`src/rtl/led_blink_scheduler_pkg.sv`:
```
// Shared types and helpers for the LED blink scheduler: FSM state encoding,
// requester geometry and the tick-period calculation.
package led_blink_scheduler_pkg;

    localparam int NUM_REQ = 4;
    localparam int ID_W    = 2;
    localparam int CNT_W   = 4;

    typedef enum logic [1:0] {
        IDLE = 2'd0,
        ON   = 2'd1,
        OFF  = 2'd2,
        GAP  = 2'd3
    } blink_state_e;

    function automatic int calc_tick_period(input int clk_khz, input int tick_hz);
        return (clk_khz * 1000) / tick_hz;
    endfunction

    function automatic int max3(input int a, input int b, input int c);
        int m;
        m = (a > b) ? a : b;
        return (m > c) ? m : c;
    endfunction

endpackage

```
`src/rtl/led_blink_scheduler_tick_gen.sv`:
```
// Restartable prescaler: emits a one-cycle tick every TICK_PERIOD clocks,
// counting from the cycle after clr.
module led_tick_gen #(
    parameter int TICK_PERIOD = 4
) (
    input  logic clk,
    input  logic rst,
    input  logic clr,
    output logic tick
);

    localparam int PW = (TICK_PERIOD > 1) ? $clog2(TICK_PERIOD) : 1;
    localparam logic [PW-1:0] CNT_LAST = PW'(TICK_PERIOD - 1);

    logic [PW-1:0] cnt_q, cnt_d;

    always_comb begin
        tick  = (cnt_q == CNT_LAST);
        cnt_d = cnt_q + PW'(1);
        if (clr || tick) cnt_d = '0;
    end

    always_ff @(posedge clk) begin
        if (rst) cnt_q <= '0;
        else     cnt_q <= cnt_d;
    end

endmodule

```
`src/rtl/led_blink_scheduler.sv`:
```
// Round-robin arbiter for four blink requesters sharing one LED; each grant
// plays N on/off blinks followed by a quiet gap before the next arbitration.
module led_blink_scheduler
    import led_blink_scheduler_pkg::*;
#(
    parameter int CLK_FREQ_KHz = 50000,
    parameter int TICK_FREQ_Hz = 10,
    parameter int ON_TICKS     = 2,
    parameter int OFF_TICKS    = 2,
    parameter int GAP_TICKS    = 8
) (
    input  logic                      clk,
    input  logic                      rst,
    input  logic [NUM_REQ-1:0]        req_valid,
    input  logic [NUM_REQ*CNT_W-1:0]  req_count,
    output logic [NUM_REQ-1:0]        req_ready,
    output logic                      led,
    output logic                      busy,
    output logic [ID_W-1:0]           active_id
);

    localparam int TICK_PERIOD = calc_tick_period(CLK_FREQ_KHz, TICK_FREQ_Hz);
    localparam int MAX_TICKS   = max3(ON_TICKS, OFF_TICKS, GAP_TICKS);
    localparam int TW          = $clog2(MAX_TICKS + 1);

    localparam logic [TW-1:0] ON_LAST  = TW'(ON_TICKS - 1);
    localparam logic [TW-1:0] OFF_LAST = TW'(OFF_TICKS - 1);
    localparam logic [TW-1:0] GAP_LAST = TW'(GAP_TICKS - 1);

    blink_state_e    state_q, state_d;
    logic [ID_W-1:0] ptr_q, ptr_d;
    logic [ID_W-1:0] active_id_q, active_id_d;
    logic [CNT_W-1:0] rem_q, rem_d;
    logic [TW-1:0]   tcnt_q, tcnt_d;

    logic            tick;
    logic            phase_clr;
    logic            phase_done;
    logic [TW-1:0]   phase_last;
    logic            grant;
    logic            grant_found;
    logic [ID_W-1:0] grant_idx;
    logic [ID_W-1:0] cand;
    logic [CNT_W-1:0] grant_cnt;

    led_tick_gen #(.TICK_PERIOD(TICK_PERIOD)) u_tick_gen (
        .clk  (clk),
        .rst  (rst),
        .clr  (phase_clr),
        .tick (tick)
    );

    // Round-robin search starting at ptr; first asserted valid wins.
    always_comb begin
        grant_found = 1'b0;
        grant_idx   = '0;
        cand        = '0;
        for (int k = 0; k < NUM_REQ; k++) begin
            cand = ptr_q + ID_W'(k);
            if (!grant_found && req_valid[cand]) begin
                grant_found = 1'b1;
                grant_idx   = cand;
            end
        end
    end

    always_comb begin
        state_d     = state_q;
        ptr_d       = ptr_q;
        active_id_d = active_id_q;
        rem_d       = rem_q;
        tcnt_d      = tcnt_q;
        req_ready   = '0;
        grant_cnt   = req_count[{grant_idx, 2'b00} +: CNT_W];
        grant       = (state_q == IDLE) && grant_found && !rst;

        case (state_q)
            ON:      phase_last = ON_LAST;
            OFF:     phase_last = OFF_LAST;
            default: phase_last = GAP_LAST;
        endcase
        phase_done = tick && (tcnt_q == phase_last);
        if (tick) tcnt_d = tcnt_q + TW'(1);

        case (state_q)
            IDLE: begin
                if (grant) begin
                    req_ready[grant_idx] = 1'b1;
                    active_id_d          = grant_idx;
                    ptr_d                = grant_idx + ID_W'(1);
                    rem_d                = grant_cnt;
                    if (grant_cnt != '0) state_d = ON;
                end
            end
            ON:  if (phase_done) state_d = OFF;
            OFF: begin
                if (phase_done) begin
                    rem_d   = rem_q - CNT_W'(1);
                    state_d = (rem_q > CNT_W'(1)) ? ON : GAP;
                end
            end
            GAP: if (phase_done) state_d = IDLE;
            default: state_d = IDLE;
        endcase

        // Every phase change restarts both the prescaler and the tick count.
        phase_clr = (state_d != state_q);
        if (phase_clr) tcnt_d = '0;
    end

    always_ff @(posedge clk) begin
        if (rst) begin
            state_q     <= IDLE;
            ptr_q       <= '0;
            active_id_q <= '0;
            rem_q       <= '0;
            tcnt_q      <= '0;
        end else begin
            state_q     <= state_d;
            ptr_q       <= ptr_d;
            active_id_q <= active_id_d;
            rem_q       <= rem_d;
            tcnt_q      <= tcnt_d;
        end
    end

    assign led       = (state_q == ON);
    assign busy      = (state_q != IDLE);
    assign active_id = grant ? grant_idx : active_id_q;

endmodule
```
`config.mk`:
```
export PLATFORM = sky130hd
export DESIGN_NAME = led_blink_scheduler
export DESIGN_NICKNAME = d
export VERILOG_FILES = /design/src/rtl/led_blink_scheduler_pkg.sv /design/src/rtl/led_blink_scheduler_tick_gen.sv /design/src/rtl/led_blink_scheduler.sv
export SDC_FILE = /design/constraint.sdc
export NUM_CORES = 1
export LEC_CHECK = 0
export ABC_AREA = 1
export BUFFER_PORTS_ARGS = -buffer_cell sky130_fd_sc_hd__buf_2
export CORE_ASPECT_RATIO = 1.4
export CORE_MARGIN = 5
export CORE_UTILIZATION = 45
export CTS_BUF_LIST = sky130_fd_sc_hd__clkbuf_16
export DETAILED_ROUTE_END_ITERATION = 7
export SLEW_MARGIN = 20
export SYNTH_ARGS = -nofsm -noshare
export SYNTH_HDL_FRONTEND = slang
export SYNTH_SLANG_ARGS = --single-unit
```
`constraint.sdc`:
```
create_clock -name clk -period 5.55 [get_ports clk]
set_clock_uncertainty 0.2 [all_clocks]
set_input_delay 0.2775 -clock clk [delete_from_list [all_inputs] [get_ports clk]]
set_output_delay 0.2775 -clock clk [all_outputs]
set_load 0.01 [all_outputs]
```
* Yosys cells after proc, flatten, opt, wreduce, memory -nomap -nowiden
Cells that the tools add are included.
** Storage, ports and cells
- Bits in registers :: 37
- Input bits :: 22
- Word-level logic and storage cells :: 82
- Output and inout port bits :: 8
** Cells by class
- Shift operators :: 1
- Add/subtract/negate cells :: 7
- Reduce and logical (&&, ||, !) cells :: 21
- Eq/ne operators :: 8
- Magnitude comparators :: 7
- Muxes and demuxes :: 32
** Operators with widths (count)
- $add 23x1->23 const B :: 1
- $eq 23x23->1 const B :: 1
- $mux 2 :: 11
- $mux 4 :: 4
- $shiftx 16x5->4 :: 1
- $lt 2x3->1 const B :: 5
- $mux 1 :: 9
- $bmux 1 s2 :: 4
- $pmux 2 s4 :: 1
- $pmux 4 s2 :: 1
- $logic_and 1x1->1 :: 7
- $reduce_or 2->1 :: 3
- $add 2x1->2 const B :: 2
- $add 2x2->2 const B :: 2
- $add 4x1->4 const B :: 1
- $eq 2x2->1 const B :: 2
- $eq 4x4->1 :: 1
- $gt 4x1->1 const B :: 1
- $logic_not 1->1 :: 4
- $ne 2x2->1 const B :: 2
- $reduce_bool 2->1 :: 2
- $reduce_bool 4->1 :: 1
- $sub 4x1->4 const B :: 1
- $mux 3 :: 1
- other kinds (8) :: 8

* Logic depth before layout (Yosys ltp)
Gate-level depths: netlist of the first run.
- Depth in word-level cells :: 20
- Depth in mapped cells :: 22
- Gate-level depth less buffers :: 19

* Modules after synthesis
From an unflattened synthesis of the first run, not the netlist that was laid out.
** Second synthesis, totals
- Cell total of the unflattened synthesis :: 415
- Area total of the unflattened synthesis :: 2740.1 sq um
** Modules (own cells, without submodules)
- led_blink_scheduler :: area each 1491.4 sq um, instances 1, cells each 233, seq. area each 280.3 sq um
- led_tick_gen :: area each 1248.7 sq um, instances 1, cells each 182, seq. area each 460.4 sq um

* Worst setup path before layout of the first run
No wires, ideal clock.
- Path kind :: register -> register
- Start :: register u_tick_gen.cnt_q[0]
- End :: register u_tick_gen.cnt_q[18]
- Arrival :: 2.160 ns
- Library setup time :: 0.119 ns
- Slack :: 3.071 ns
- Required time :: 5.231 ns
- Stages on the path, launching flop included :: 16
- Clock period less this slack :: 2.479 ns
- Cells stage by stage :: dfxtp_1 ha_1 nand3_1 nor2_1 nand2_1 inv_1 nand4_2 nor3_1 o21ai_0 o21ai_0 nand3_1 o211ai_1 inv_1 nand4_4 buf_6 nor2_2
** Between the ends
- Longest elaborated chain between the ends :: 7
** Ends and longest elaborated chain
- from (decl) :: RTL line led_blink_scheduler_tick_gen.sv:15 : logic [PW-1:0] cnt_q, cnt_d;
- from (signal assigned) :: RTL line led_blink_scheduler_tick_gen.sv:25 : else cnt_q <= cnt_d;
- $eq 23x23->1 :: RTL line led_blink_scheduler_tick_gen.sv:18 : tick = (cnt_q == CNT_LAST);
- $logic_and 1x1->1 :: RTL line led_blink_scheduler.sv:82 : phase_done = tick && (tcnt_q == phase_last);
- $mux 2, on equally long branches :: RTL line led_blink_scheduler.sv:102, led_blink_scheduler.sv:95, led_blink_scheduler.sv:97
- $pmux 2 s4 :: RTL line led_blink_scheduler.sv:85 : case (state_q)
- $ne 2x2->1 :: RTL line led_blink_scheduler.sv:107 : phase_clr = (state_d != state_q);
- $logic_or 1x1->1 :: RTL line led_blink_scheduler_tick_gen.sv:20 : if (clr || tick) cnt_d = '0;
- $reduce_or 2->1 (no source line)
Parallel ways exist; a longest one is shown, timed or not.
A chain may end at the register's enable or synchronous reset.

* Worst setup path after layout of the first run
- Start :: register ptr_q[0]
- End :: register u_tick_gen.cnt_q[16]
** Between the ends
- Longest elaborated chain between the ends :: 20
** Ends and longest elaborated chain
- from (decl) :: RTL line led_blink_scheduler.sv:31 : logic [ID_W-1:0] ptr_q, ptr_d;
- from (signal assigned) :: RTL line led_blink_scheduler.sv:120 : ptr_q <= ptr_d;
- branches (longest 15 deep; another with $add 2x1->2)
- $mux 2 (*) :: RTL line led_blink_scheduler.sv:87 : if (grant) begin
- $pmux 2 s4 (*) :: RTL line led_blink_scheduler.sv:85
- $ne 2x2->1 (*) :: RTL line led_blink_scheduler.sv:107
- $logic_or 1x1->1 (*) :: RTL line led_blink_scheduler_tick_gen.sv:20
- $reduce_or 2->1 (no source line) (*)
Every way passes the cells marked *. The select of a mux whose other input is x is not followed.

==> results of run 1 <==
state kept, by name, indices dropped and copies added (netlist names):
register          count
active_id_q           2
ptr_q                 2
rem_q                 4
state_q               2
tcnt_q                4
u_tick_gen.cnt_q     23
kinds of logic after synthesis:
kind of cell               synth area share
AOI/OAI and AO/OA                    0.0710
xor gates and xnor gates             0.0571
adders and majority gates            0.0576
buffers and inverters                 0.140
DFF                                   0.284
and+or+nand+nor                       0.390
final cells by class:
cell class,instances,area [µm²],share of cell area
multi-input combinational,269,1500,0.510
sequential,37,741,0.251
inverter,82,313,0.106
timing repair buffer,29,145,0.0492
clock buffer,5,125,0.0424
tap,68,85.1,0.0289
clock inverter,3,37.5,0.0127
layout by cell type (no fill, tap or decap), types with 2 or more instances in the layout:
cell type  count
dfxtp_1       37
nand2_2        6
buf_2         29
nor4_1         5
nor2_2        21
nor3_1         4
nand3_2        4
nor2_1        39
o21ai_0       16
nand2_1       80
a21oi_1        9
nand4_1       12
clkbuf_16      5
xor2_1        13
clkinv_1       2
a221oi_1       2
inv_1         81
ha_1          12
or2_2          2
xnor2_1        4
nand3_1       27
o211ai_1       3
synth_stat cells:
library cell   n
a211oi_1       1
a21oi_1        9
a221oi_1       2
a31oi_1        1
buf_6          4
clkbuf_1       2
clkinv_1       1
dfxtp_1       37
ha_1          12
inv_1         80
inv_6          1
nand2_1       80
nand2_2        6
nand3_1       27
nand3_2        4
nand3_4        1
nand4_1       12
nand4_2        1
nand4_4        1
nor2_1        39
nor2_2        21
nor2_4         1
nor3_1         4
nor3_2         1
nor4_1         5
nor4b_1        1
o211ai_1       3
o21ai_0       16
o22ai_1        1
or2_2          2
or4_1          1
xnor2_1        4
xor2_1        13
metrics by stage:
step / total power [mW] / hold WS (ns) / cell area (µm²) / worst slack [ns] / util
final: 1.31 / 0.114 / 2950 / 2.45 / 0.530
after global routing: 1.44 / 0.133 / 2950 / 2.04 / 0.530
after CTS: 1.33 / 0.105 / 2950 / 2.37 / 0.530
after detailed placement: 1.01 / 0.246 / 2790 / 2.43 / 0.501
after global placement: 1.01 / 0.238 / 2790 / 2.42 / 0.501
after floorplan: 0.892 / 0.227 / 2610 / 3.07 / -
where the power goes:
part | switching, mW | leakage (nW) | internal (mW)
Clock | 0.102 | 0.0826 | 0.208
Combinational | 0.446 | 1.01 | 0.219
Sequential | 0.0351 | 0.300 | 0.300
layer usage:
| layer | up-vias | GRT usage | part of all wire |
|---|---|---|---|
| li1 | 1287 | - | - |
| met1 | 1028 | 0.183 | 0.42 |
| met2 | 40 | 0.282 | 0.52 |
| met3 | 4 | 0.0271 | 0.049 |
| met4 | 0 | 0.0521 | 0.0084 |
| met5 | - | 0 | 0 |
worst max-delay path by stage:
stage | startpoint | slack, ns | end
final | ptr_q[0]$_SDFFE_PP0P_ | 2.45 | u_tick_gen.cnt_q[16]$_SDFF_PP0_
after global routing | ptr_q[0]$_SDFFE_PP0P_ | 2.04 | u_tick_gen.cnt_q[16]$_SDFF_PP0_
after CTS | ptr_q[0]$_SDFFE_PP0P_ | 2.37 | u_tick_gen.cnt_q[16]$_SDFF_PP0_
after detailed placement | ptr_q[0]$_SDFFE_PP0P_ | 2.43 | u_tick_gen.cnt_q[16]$_SDFF_PP0_
after global placement | ptr_q[0]$_SDFFE_PP0P_ | 2.42 | u_tick_gen.cnt_q[0]$_SDFF_PP0_
after floorplan | u_tick_gen.cnt_q[0]$_SDFF_PP0_ | 3.07 | u_tick_gen.cnt_q[18]$_SDFF_PP0_
==> impl_metrics.json, run 1 <==
{
  "grt_pass1_vias": 2244,
  "tns_ns": 0,
  "drt-total-wl_mm": 5.46,
  "clock-sinks": 37,
  "synth.distinct_cells": 33,
  "ant_nets": 0,
  "ys_ff_latch": 37,
  "die_area_um2": 7440,
  "critPathBufInv": 1,
  "min_period_over_period": 0.558,
  "grt_setup_unrepaired": "no",
  "io_pins": 30,
  "hold_viol": 0,
  "die_w_um": 74.4,
  "cts_root_buf": "clkbuf_16",
  "clockBufferDepth": 2,
  "slew_headroom": 0.619,
  "whs_path_depth": 2,
  "regToRegSetupSlack_ns": 2.45,
  "worstPathRequired_ns": 5.54,
  "seq_area_frac_synth": 0.284,
  "synth.avg_cell_area_um2": 6.62,
  "endpoint_kind": "flip-flop",
  "dp_hpwl_mm": 4.25,
  "tightest_slew_ns": 0.566,
  "synth_area_leaders": "dfxtp_1 (28%), inv_1 (12%), nand2_1 (12%)",
  "cp_slowest_stage_delay_ns": 0.57,
  "syn-instance-count": 394,
  "gp_congestion": 0.864,
  "cp_common_cell": "nand2_1",
  "timing.rr.end": "u_tick_gen.cnt_q[16]$_SDFF_PP0_",
  "layout-drive-gt1-share": 0.174,
  "total_leakage_power_nw": 1.39,
  "clk_pin_slew_worst_paths_ns": 0.05,
  "critPathTopFamily": "simple AND/OR/NAND/NOR gates",
  "antenna_found_initial": 0,
  "finalSetupViolCount": 0,
  "instances_no_fill": 493,
  "max_freq_ghz": 0.323,
  "syn_nets": 428,
  "grt_overflow_total": 0,
  "criticalPathCategory": "reg2reg",
  "routedWlPerCell_um": 11.1,
  "drt_iter0_markers": 141,
  "cts_resized": 0,
  "slew_violations": 0,
  "peakVddDrop_mv": 0.200,
  "cts_made_buffers": 5,
  "critPathArrivalTime_ns": 3.09,
  "core_um2": 5570,
  "ys_warn_count": 0,
  "vias": 2359,
  "yosysTopAreaCell": "dfxtp_1",
  "hp-class": "in2reg",
  "area_growth_pct": 13.0,
  "crit_path_start_kind": "flip-flop",
  "grt_first_pass_wirelength_mm": 9.43,
  "cts_tree": "built",
  "grt_max_degree": 24,
  "post_cts_buffers": 0,
  "cap_violations": 0,
  "outcome": "complete, no violations",
  "vias_per_cell": 4.78,
  "hold_path_end": "active_id_q[0]$_SDFFE_PP0P_",
  "hp-start": "rst",
  "start_util": 0.469,
  "worstPathCellList": "inv_6 > nand2_1 > nand2_2 > nand2_2 > nand2_2 > nor2_4 > nand3_4 > nand3_2 > nand2_1 > nand3_1 > nand2_1 > nor2_1 > nand2_1 > nand2_1 > nand2_1 > nand3_2 > nand4_4 > nor2_1",
  "power_density_nw_per_um2": 444,
  "h-tree-depth": 2,
  "dr.pass1.iters": 4,
  "yosys.area.top_type_share": 0.284,
  "drc": 0,
  "nets": 458,
  "period_needed_ns": 3.10,
  "track_usage": 0.157,
  "netlist_area_um2": 2610,
  "path_max_fanout": 23,
  "die_y_um": 100,
  "placed_cells": 485,
  "num_rows": 32,
  "worst_skew_pair.late_latency_ns": 0.28,
  "postCtsHoldBufs": 0,
  "io_buffers": 29,
  "reg2regPathDepth": 18,
  "fillerInstances": 564,
  "slowest_stage": "dfxtp_1",
  "r2r-start": "ptr_q[0]$_SDFFE_PP0P_",
  "antenna_cells": 0,
  "crit_cells": 18
}
(Power assumes the default switching activity.)
==> inputs of run 2 (changes only) <==
--- a/config.mk
+++ b/config.mk
@@ -12,6 +12,7 @@
 export CORE_UTILIZATION = 45
 export CTS_BUF_LIST = sky130_fd_sc_hd__clkbuf_16
 export DETAILED_ROUTE_END_ITERATION = 7
+export PLACE_DENSITY = 0.67
 export SLEW_MARGIN = 20
 export SYNTH_ARGS = -nofsm -noshare
 export SYNTH_HDL_FRONTEND = slang
==> constraint.sdc (replaced) <==
create_clock -name clk -period 2.6 [get_ports clk]
set_clock_uncertainty 0.2 [all_clocks]
set_input_delay 0.13 -clock clk [delete_from_list [all_inputs] [get_ports clk]]
set_output_delay 0.13 -clock clk [all_outputs]
set_load 0.01 [all_outputs]
==> impl_metrics.json, run 2 (same netlist as run 1, synthesis figures left out) <==
{
  "min_period_over_period": 1.02,
  "clock-sinks": 37,
  "regArea_um2": 743,
  "cp_slowest_stage_delay_ns": 0.32,
  "vias": 2653,
  "clk_pin_slew_worst_paths_ns": 0.06,
  "antenna_found_initial": 0,
  "pwr-share-comb": 0.639,
  "core_um2": 5570,
  "grt_pass1_vias": 2502,
  "drt-total-wl_mm": 6.43,
  "io_buffers": 29,
  "die_w_um": 74.4,
  "p_int_mw": 1.93,
  "tns_ns": -1.17,
  "hp-class": "in2reg",
  "vias_per_cell": 5.01,
  "multi_input_area_um2": 1710,
  "cts_tree": "built",
  "reg_top3": "u_tick_gen.cnt_q: 23 flops, rem_q: 4 flops, tcnt_q: 4 flops",
  "slowest_stage": "dfxtp_2",
  "finalSetupViolCount": 24,
  "clockBufferDepth": 2,
  "peakVddDrop_mv": 0.461,
  "worstPathRequired_ns": 2.62,
  "grt_first_pass_wirelength_mm": 9.94,
  "cts_root_buf": "clkbuf_16",
  "grt_overflow_total": 0,
  "slew_headroom": 0.712,
  "dp_hpwl_mm": 4.51,
  "cts_made_buffers": 5,
  "gp_congestion": 0.864,
  "top_register": "u_tick_gen.cnt_q",
  "slew_violations": 0,
  "outcome": "finished with violations",
  "tightest_slew_ns": 0.428,
  "max_freq_ghz": 0.375,
  "routedWlPerCell_um": 12.1,
  "largest_register_ffs": 23,
  "power.switching_mw": 1.59,
  "violations": "negative setup slack",
  "period_needed_ns": 2.66,
  "whs_path_depth": 7,
  "total_leakage_power_nw": 1.64,
  "crit_path_start_kind": "flip-flop",
  "post_dp_cell_area_um2": 3040,
  "stdcell_area_um2": 3510,
  "track_usage": 0.164,
  "critPathArrivalTime_ns": 2.68,
  "layout-drive-gt1-share": 0.340,
  "power.share.clock": 0.164,
  "num_rows": 32,
  "worst_skew_pair.late_latency_ns": 0.28,
  "endpoint_kind": "flip-flop",
  "layout_commonest_cell": "inv_1",
  "start_util": 0.469,
  "criticalPathCategory": "reg2reg",
  "die_y_um": 100,
  "io_pins": 30,
  "path_max_fanout": 10,
  "nets": 495,
  "cap_violations": 0,
  "power_density_nw_per_um2": 1000,
  "fillerInstances": 505,
  "h-tree-depth": 2,
  "worstPathCellList": "buf_12 > inv_8 > nand2_1 > nand3_1 > nand2_2 > nor2_4 > nand3_4 > nand3_4 > nand2_1 > nand3_1 > nand2_1 > nor2_2 > nand2_1 > nand2_2 > nand2_2 > nand3_4 > nand4_4 > clkbuf_16 > nor2_2",
  "p_seq_frac": 0.198,
  "grt_setup_unrepaired": "yes",
  "p_sw_frac": 0.452,
  "drc": 0,
  "hold_slack_ns": 0.156,
  "antenna_cells": 0,
  "grt_max_degree": 14,
  "mostFrequentLayoutCells": "inv_1 (75), nand2_1 (61), dfxtp_1 (35)",
  "hold_viol": 0,
  "finalCoreUtilization": 0.631,
  "dr.pass1.iters": 4,
  "drt_iter0_markers": 80,
  "reg2regPathDepth": 19,
  "ant_nets": 0,
  "area_growth_pct": 34.5,
  "cp_common_cell": "nand2_1",
  "setup_ws_ns": -0.0636,
  "die_area_um2": 7440
}
## run 2: changes by cell type in the layout (fill, tap and decap cells not counted), sizes merged
cell / previous run / this run
clkinv: 2 / 3
clkbuf: 5 / 6
dlygate4sd3: 0 / 1
buf: 29 / 63
clkinvlp: 0 / 1
inv: 82 / 81
nand3: 32 / 33
bufinv: 1 / 0
## run 2: power groups by stage
stage / clock network (mW) / registers (mW) / logic [mW]
after floorplan: 0 / 0.693 / 1.21
after global placement: 0 / 0.697 / 1.68
after detailed placement: 0 / 0.701 / 1.70
after CTS: 0.597 / 0.692 / 1.80
after global routing: 0.620 / 0.702 / 2.51
final: 0.578 / 0.696 / 2.25
## run 2: timing repair
item / 4_1_cts / 5_1_grt
hold buffers: 1 / 0
endpoints found under the hold margin: 7 / 0
buffers inserted: 1 / 6
endpoints found under the setup margin: 30 / 35
resized for setup: 14 / 56
gates cloned: 0 / 2
pin swaps: 5 / 27
## run 2: worst paths after layout
kind | endpoint | slack [ns] | startpoint
setup / recovery | u_tick_gen.cnt_q[6]$_SDFF_PP0_ | -0.06 | ptr_q[0]$_SDFFE_PP0P_
hold / removal | rem_q[2]$_SDFFE_PP0P_ | 0.16 | req_count[10]
setup reg to reg | u_tick_gen.cnt_q[6]$_SDFF_PP0_ | -0.06 | ptr_q[0]$_SDFFE_PP0P_
hold reg to reg | active_id_q[0]$_SDFFE_PP0P_ | 0.30 | active_id_q[0]$_SDFFE_PP0P_
## run 2: through the flow
step	std cells	total power, mW	setup WS (ns)
floorplan	394	1.90	0.121
global placement	512	2.38	-0.0794
detailed placement	512	2.40	-0.0954
CTS	522	3.09	0.00173
global route	530	3.83	-0.241
finish	530	3.53	-0.0636
## run 2: area by class of cell
class / count / area share
Timing Repair Buffer: 65 / 0.145
Clock inverter: 3 / 0.00499
Tap cell: 68 / 0.0242
Inverter: 82 / 0.0913
Multi-Input combinational cell: 270 / 0.487
Sequential cell: 37 / 0.212
Clock buffer: 5 / 0.0357
## run 2: per-layer routing
layer  GRT usage  share of wire  vias to the layer above
li1            -              -                     1370
met1       0.171           0.39                     1212
met2       0.316           0.55                       57
met3      0.0261          0.038                       14
met4      0.0658          0.024                        0
met5           0              0                        -
## run 2: critical path, delay by kind of cell, from the launching register on
family	cells	cell delay (ns)
DFF	1	0.32
and+or+nand+nor	16	1.66
buffers and inverters	3	0.42
